--- config.mk ---
export PLATFORM = sky130hd
export DESIGN_NAME = alu_iter
export DESIGN_NICKNAME = d
export VERILOG_FILES = /design/src/rtl/alu_iter.sv
export SDC_FILE = /design/constraint.sdc
export NUM_CORES = 1
export LEC_CHECK = 0
export ABC_CLOCK_PERIOD_IN_PS = 4270
export CAP_MARGIN = 10
export CORE_MARGIN = 4
export CORE_UTILIZATION = 60
export DETAILED_ROUTE_END_ITERATION = 8
export PLACE_DENSITY = 0.95
export SYNTH_ARGS = -nofsm -noshare
export SYNTH_HDL_FRONTEND = slang
export SYNTH_SLANG_ARGS = --single-unit
--- constraint.sdc ---
create_clock -name clk -period 4.27 [get_ports clk]
set_clock_uncertainty 0.1 [all_clocks]
set_input_delay 1.0675 -clock clk [delete_from_list [all_inputs] [get_ports clk]]
set_output_delay 1.0675 -clock clk [all_outputs]
set_load 0.02 [all_outputs]
--- src/rtl/alu_iter.sv ---
// alu_iter: iterative execute-stage ALU with a valid/ready handshake.
// Add, sub, logic, compare and unknown codes finish in one cycle. Shifts
// run serially, one bit position per cycle. One operation is in flight at a time.
//
// Ports:
//   clk, rst_n            rising-edge clock, asynchronous active-low reset
//   in_valid / in_ready   request handshake (in_ready is high only in IDLE)
//   ALUcontrol, SrcA/B    operation code and operands, sampled on accept
//   flush                 synchronous abort of the in-flight operation
//   out_valid / out_ready result handshake
//   Result, Zero          registered result and its zero flag
module alu_iter #(
  parameter int unsigned WIDTH = 32
) (
  input  logic             clk,
  input  logic             rst_n,
  input  logic             in_valid,
  output logic             in_ready,
  input  logic [3:0]       ALUcontrol,
  input  logic [WIDTH-1:0] SrcA,
  input  logic [WIDTH-1:0] SrcB,
  input  logic             flush,
  output logic             out_valid,
  input  logic             out_ready,
  output logic [WIDTH-1:0] Result,
  output logic             Zero
);

  localparam int unsigned SW = $clog2(WIDTH);

  typedef enum logic [1:0] {S_IDLE, S_SHIFT, S_DONE} state_t;
  typedef enum logic [1:0] {SH_SLL, SH_SRL, SH_SRA} shop_t;

  state_t           state_q, state_d;
  shop_t            shop_q, shop_d, shop_in;
  logic [WIDTH-1:0] acc_q, acc_d;
  logic [SW-1:0]    cnt_q, cnt_d;
  logic [WIDTH-1:0] result_q, result_d;
  logic             zero_q, zero_d;
  logic             out_valid_q, out_valid_d;

  logic [SW-1:0]    shamt;
  logic             is_shift;
  logic [WIDTH-1:0] alu_c;
  logic [WIDTH-1:0] shifted;

  assign shamt     = SrcB[SW-1:0];
  assign in_ready  = (state_q == S_IDLE);
  assign out_valid = out_valid_q;
  assign Result    = result_q;
  assign Zero      = zero_q;

  // Single-cycle datapath; a shift by zero simply passes SrcA through.
  always_comb begin
    alu_c    = '0;
    is_shift = 1'b0;
    shop_in  = SH_SLL;
    case (ALUcontrol)
      4'b0000: alu_c = SrcA + SrcB;
      4'b0001: alu_c = SrcA - SrcB;
      4'b0010: alu_c = SrcA & SrcB;
      4'b0011: alu_c = SrcA | SrcB;
      4'b0100: begin is_shift = 1'b1; shop_in = SH_SLL; alu_c = SrcA; end
      4'b0101: alu_c = WIDTH'($signed(SrcA) < $signed(SrcB));
      4'b0110: alu_c = SrcA ^ SrcB;
      4'b0111: begin is_shift = 1'b1; shop_in = SH_SRL; alu_c = SrcA; end
      4'b1000: alu_c = WIDTH'(SrcA < SrcB);
      4'b1111: begin is_shift = 1'b1; shop_in = SH_SRA; alu_c = SrcA; end
      default: alu_c = '0;
    endcase
  end

  // One-position shift of the accumulator.
  always_comb begin
    shifted = acc_q;
    case (shop_q)
      SH_SLL:  shifted = {acc_q[WIDTH-2:0], 1'b0};
      SH_SRL:  shifted = {1'b0, acc_q[WIDTH-1:1]};
      SH_SRA:  shifted = {acc_q[WIDTH-1], acc_q[WIDTH-1:1]};
      default: shifted = acc_q;
    endcase
  end

  // Next-state and register-update logic; flush overrides everything.
  always_comb begin
    state_d     = state_q;
    shop_d      = shop_q;
    acc_d       = acc_q;
    cnt_d       = cnt_q;
    result_d    = result_q;
    zero_d      = zero_q;
    out_valid_d = 1'b0;
    if (flush) begin
      state_d = S_IDLE;
    end else begin
      case (state_q)
        S_IDLE: begin
          if (in_valid) begin
            if (is_shift && (shamt != '0)) begin
              acc_d   = SrcA;
              cnt_d   = shamt;
              shop_d  = shop_in;
              state_d = S_SHIFT;
            end else begin
              result_d    = alu_c;
              zero_d      = (alu_c == '0);
              out_valid_d = 1'b1;
              state_d     = S_DONE;
            end
          end
        end
        S_SHIFT: begin
          acc_d = shifted;
          cnt_d = cnt_q - SW'(1);
          if (cnt_q == SW'(1)) begin
            result_d    = shifted;
            zero_d      = (shifted == '0);
            out_valid_d = 1'b1;
            state_d     = S_DONE;
          end
        end
        S_DONE: begin
          if (out_ready) state_d = S_IDLE;
          else           out_valid_d = 1'b1;
        end
        default: state_d = S_IDLE;
      endcase
    end
  end

  // State and datapath registers.
  always_ff @(posedge clk or negedge rst_n) begin
    if (!rst_n) begin
      state_q     <= S_IDLE;
      shop_q      <= SH_SLL;
      acc_q       <= '0;
      cnt_q       <= '0;
      result_q    <= '0;
      zero_q      <= 1'b0;
      out_valid_q <= 1'b0;
    end else begin
      state_q     <= state_d;
      shop_q      <= shop_d;
      acc_q       <= acc_d;
      cnt_q       <= cnt_d;
      result_q    <= result_d;
      zero_q      <= zero_d;
      out_valid_q <= out_valid_d;
    end
  end

endmodule
==> results_dict.tcl, run 1 <==
set metrics [dict create \
    crit_endpoint "Zero$_DFFE_PN0P_/D" \
    yosys.area.top_type_share 0.1868 \
    error_line "[ERROR GRT-0232] Routing congestion too high. Check the congestion heatmap in the GUI." \
    yosysTopAreaCell "dfrtp_1" \
    clock_sinks 75 \
    synth_area_sq_um 10050 \
    haltStage "global routing" \
    routabilityCongestion 1.163 \
    cts_made_buffers 9 \
    rows 47 \
    synthArstFlopShare 1.000 \
    clockBufferDepth 2 \
    dpl.hpwl_um 33970 \
    synth.most_common_cell "nor2_1" \
    ys_seq_elements 75 \
    cts_root_buf "clkbuf_16" \
    yosysSeqAreaShare 0.1868 \
    synth_ff_type "dfrtp_1" \
    synthCells 1432 \
    io_pins 108 \
    grt_max_degree 79 \
    worst-ep-kind "register input" \
    synth_edf_count 0 \
    status "stopped before the end" \
    grt.total_usage 0.8682 \
    place_area_sq_um 13320 \
    place_inst 1960 \
    postSynthAreaPerCell_sq_um 7.018 \
    ys_types 79 \
    die_y_um 137.4 \
    synth_area_leaders "dfrtp_1 19%, ha_1 14%, o21ai_0 7.2%" \
    start_util 0.6082 \
    synth_nets 1622 \
    h-tree-depth 3 \
    cts_hold_buffers 0 \
    ys_warn_count 0 \
    dieWidth_um 137.4 \
    netlist_top_cells_count "174 x nor2_1, 145 x o21ai_0, 127 x nand2_1, 115 x ha_1, 110 x a21oi_1" \
    overflow 283 \
    numPortBuffers 107 \
]
==> routing by layer <==
metal,overflow,track usage
met3,16,0.7951
met4,102,0.8941
met1,24,0.8451
met2,140,0.9642
met5,1,0.5944
==> what timing repair did <==
action	CTS
setup buffers	26
hold endpoints to repair	0
gates resized for setup	168
pin swaps	47
setup endpoints to repair	19
==> cells by family after synthesis <==
group,count (synthesis),share of synthesized area
adder cells (fa/ha/maj),117,0.1472
AND/OR/NAND/NOR,510,0.2390
AO/OA/AOI/OAI,517,0.3358
XOR/XNOR,7,0.006101
multiplexers,11,0.01158
flip-flops,75,0.1868
buffers and inverters,195,0.07358
==> per-stage QoR <==
step / utilization / worst slack, ps
detailed placement: 0.8059 / -957.1
global placement: 0.8059 / -651.9
floorplan: - / 99.94
CTS: 0.8686 / 0.2327
==> run 2, diff against run 1 <==
--- a/config.mk
+++ b/config.mk
@@ -8,9 +8,9 @@
 export ABC_CLOCK_PERIOD_IN_PS = 4270
 export CAP_MARGIN = 10
 export CORE_MARGIN = 4
-export CORE_UTILIZATION = 60
+export CORE_UTILIZATION = 40
 export DETAILED_ROUTE_END_ITERATION = 8
-export PLACE_DENSITY = 0.95
+export PLACE_DENSITY_LB_ADDON = 0.15
 export SYNTH_ARGS = -nofsm -noshare
 export SYNTH_HDL_FRONTEND = slang
 export SYNTH_SLANG_ARGS = --single-unit
==> run 2 against run 1 <==
Compared with the run above:
- the flow now finishes, with violations (setup timing)
- synthesized area did not move
- synthesized cell count did not move
==> results_dict.tcl, run 2 <==
set metrics [dict create \
    grt_max_degree 76 \
    nFillCells 2232 \
    path_class "input pin to flip-flop" \
    cts_tree "built" \
    cts_root_buf "clkbuf_16" \
    grt_pass1_vias 12230 \
    min_period_over_period 1.008 \
    p_leak_uw 0.007219 \
    fp.coreArea_sq_um 24530 \
    drc 0 \
    layout-drive-gt1-share 0.3282 \
    clk_pin_slew_ps 60 \
    max_slew_margin 0.3384 \
    finalSetupViolations 1 \
    setup_ws_ps -33.60 \
    drtIter0Drc 1456 \
    synth_ff_type "dfrtp_1" \
    routabilityCongestion 0.9766 \
    dpl.hpwl_um 35820 \
    synth.most_common_cell "nor2_1" \
    overflow 0 \
    arrival_ps 4470 \
    grt.total_usage 0.3096 \
    ant_nets 0 \
    hold_violations 0 \
    yosysTopAreaCell "dfrtp_1" \
    fmax_mhz 232.4 \
    die_y_um 166.5 \
    numPortBuffers 107 \
    h-tree-depth 3 \
    synth_area_sq_um 10050 \
    synth_area_leaders "dfrtp_1 19%, ha_1 14%, o21ai_0 7.2%" \
    met1_usage 0.4432 \
    grt_busiest_layer "met2" \
    wirelength_um 45250 \
    final_cell_mix "420 x buf_4, 169 x nor2_1, 132 x o21ai_0, 124 x nand2_1, 99 x a21oi_1" \
    cts_hold_buffers 0 \
    rows 57 \
    cp-end-kind "flip-flop" \
    power.density_nw_per_um2 281.0 \
    grtUsageMet2 0.4842 \
    antenna_found_initial 1 \
    grt_pass1_wl_um 68880 \
    detail_route.first_pass.iterations 6 \
    finalSetupTns_ps -33.60 \
    synth_nets 1622 \
    rsz0062_at_grt "yes" \
    drv_slew 0 \
    synthArstFlopShare 1.000 \
    peakVddDrop_mv 0.3665 \
    synth_edf_count 0 \
    cts_made_buffers 9 \
    io_pins 108 \
    tightest_slew_ps 990.4 \
    min_period_ps 4304 \
    final_common_cell "buf_4" \
    status "finished with violations" \
    synthCells 1432 \
    netlist_top_cells_count "174 x nor2_1, 145 x o21ai_0, 127 x nand2_1, 115 x ha_1, 110 x a21oi_1" \
    post_drt_wl_per_cell_um 20.38 \
    area_delta_synth_final_pct 55.90 \
    postSynthAreaPerCell_sq_um 7.018 \
    clock_sinks 75 \
    drv_cap 0 \
    fin_area_sq_um 15670 \
    clockBufferDepth 2 \
    use_met3 0.04148 \
    finalPower_uw 4403 \
    nets 2080 \
    vias 12800 \
    yosys.area.top_type_share 0.1868 \
    place_area_sq_um 14130 \
    worst_ep_required_time_ps 4440 \
    ys_types 79 \
    post-place-ws_ps -977.0 \
    clk_latency_ps 340 \
    ys_seq_elements 75 \
    cp-start-kind "input pin" \
    min_path_type "flip-flop to flip-flop" \
    cp_max_fo 3 \
    ys_warn_count 0 \
    dieWidth_um 166.5 \
    violations "setup timing" \
    vias_per_cell 5.767 \
    start_util 0.4096 \
    yosysSeqAreaShare 0.1868 \
    die-area_sq_um 27720 \
]
[run 2: area by class of cell]
cell class                      count  area, sq um  share of cell area
Antenna cell                        1        2.502           0.0001597
Tap cell                          324        405.4             0.02587
Timing Repair Buffer              538         4339              0.2770
Sequential cell                    75         1878              0.1199
Inverter                          104        390.4             0.02492
Clock inverter                      7        140.1            0.008944
Clock buffer                        9        225.2             0.01437
Multi-Input combinational cell   1162         8287              0.5289
[run 2: worst max-delay path, stage by stage]
cell             delay [ps]
clkdlybuf4s50_1         480
inv_1                    70
ha_4                    240
or2_1                   240
or3_4                   350
o311ai_2                100
a41oi_2                 190
a21oi_2                 210
buf_4                   150
nand3_2                 120
a21boi_2                180
o21a_1                  200
or4b_1                  440
nor3_1                  140
nand4_1                 140
o21ai_1                 130
[run 2: what timing repair did]
action | CTS | global route
endpoints found under the setup margin | 22 | 13
pin swaps | 60 | 27
gates resized for setup | 181 | 49
setup buffers | 41 | 7
[run 2: metrics by stage]
step / instances / util / hold slack, ps
after floorplan: 1432 / - / 353.6
after global placement: 2157 / 0.5761 / 358.4
after detailed placement: 2157 / 0.5761 / 368.5
after CTS: 2212 / 0.6297 / 381.1
after global routing: 2220 / 0.6386 / 410.1
final: 2220 / 0.6386 / 378.2
[run 2: kinds of logic after synthesis]
family,after synthesis,share of synthesized area
AOI/OAI and AO/OA,517,0.3358
adders and majority gates,117,0.1472
and+or+nand+nor,510,0.2390
DFF,75,0.1868
xor gates and xnor gates,7,0.006101
muxes,11,0.01158
buffers and inverters,195,0.07358
[run 2: per-layer routing]
metal	vias up	wire, um	share of wire
li1	6118	-	-
met1	6035	20360	0.45
met2	553	19930	0.44
met3	96	3449	0.076
met4	0	1516	0.034
met5	-	0	0
[run 2: power breakdown]
part           switching [uW]  total, uW  internal, uW  leakage (uW)
combinational            1270       2390          1120       0.00610
sequential                174       1080           903      0.000950
clock                     306        935           629      0.000172
[run 2: worst paths after layout]
| path | slack (ps) | end | depth (start not counted) | start |
|---|---|---|---|---|
| max reg2reg | 1460 | Zero$_DFFE_PN0P_ | 10 | shop_q[0]$_DFFE_PN0P_ |
| min | 380 | Result[5]$_DFFE_PN0P_ | 2 | Result[5]$_DFFE_PN0P_ |
| max in group asynchronous | 2640 | shop_q[0]$_DFFE_PN0P_ | 1 | rst_n |
| min reg2reg | 380 | Result[5]$_DFFE_PN0P_ | 2 | Result[5]$_DFFE_PN0P_ |
| min in group asynchronous | 760 | cnt_q[2]$_DFFE_PN0P_ | 1 | rst_n |
| max | -30 | Zero$_DFFE_PN0P_ | 16 | SrcA[16] |
(Power assumes the default switching activity.)
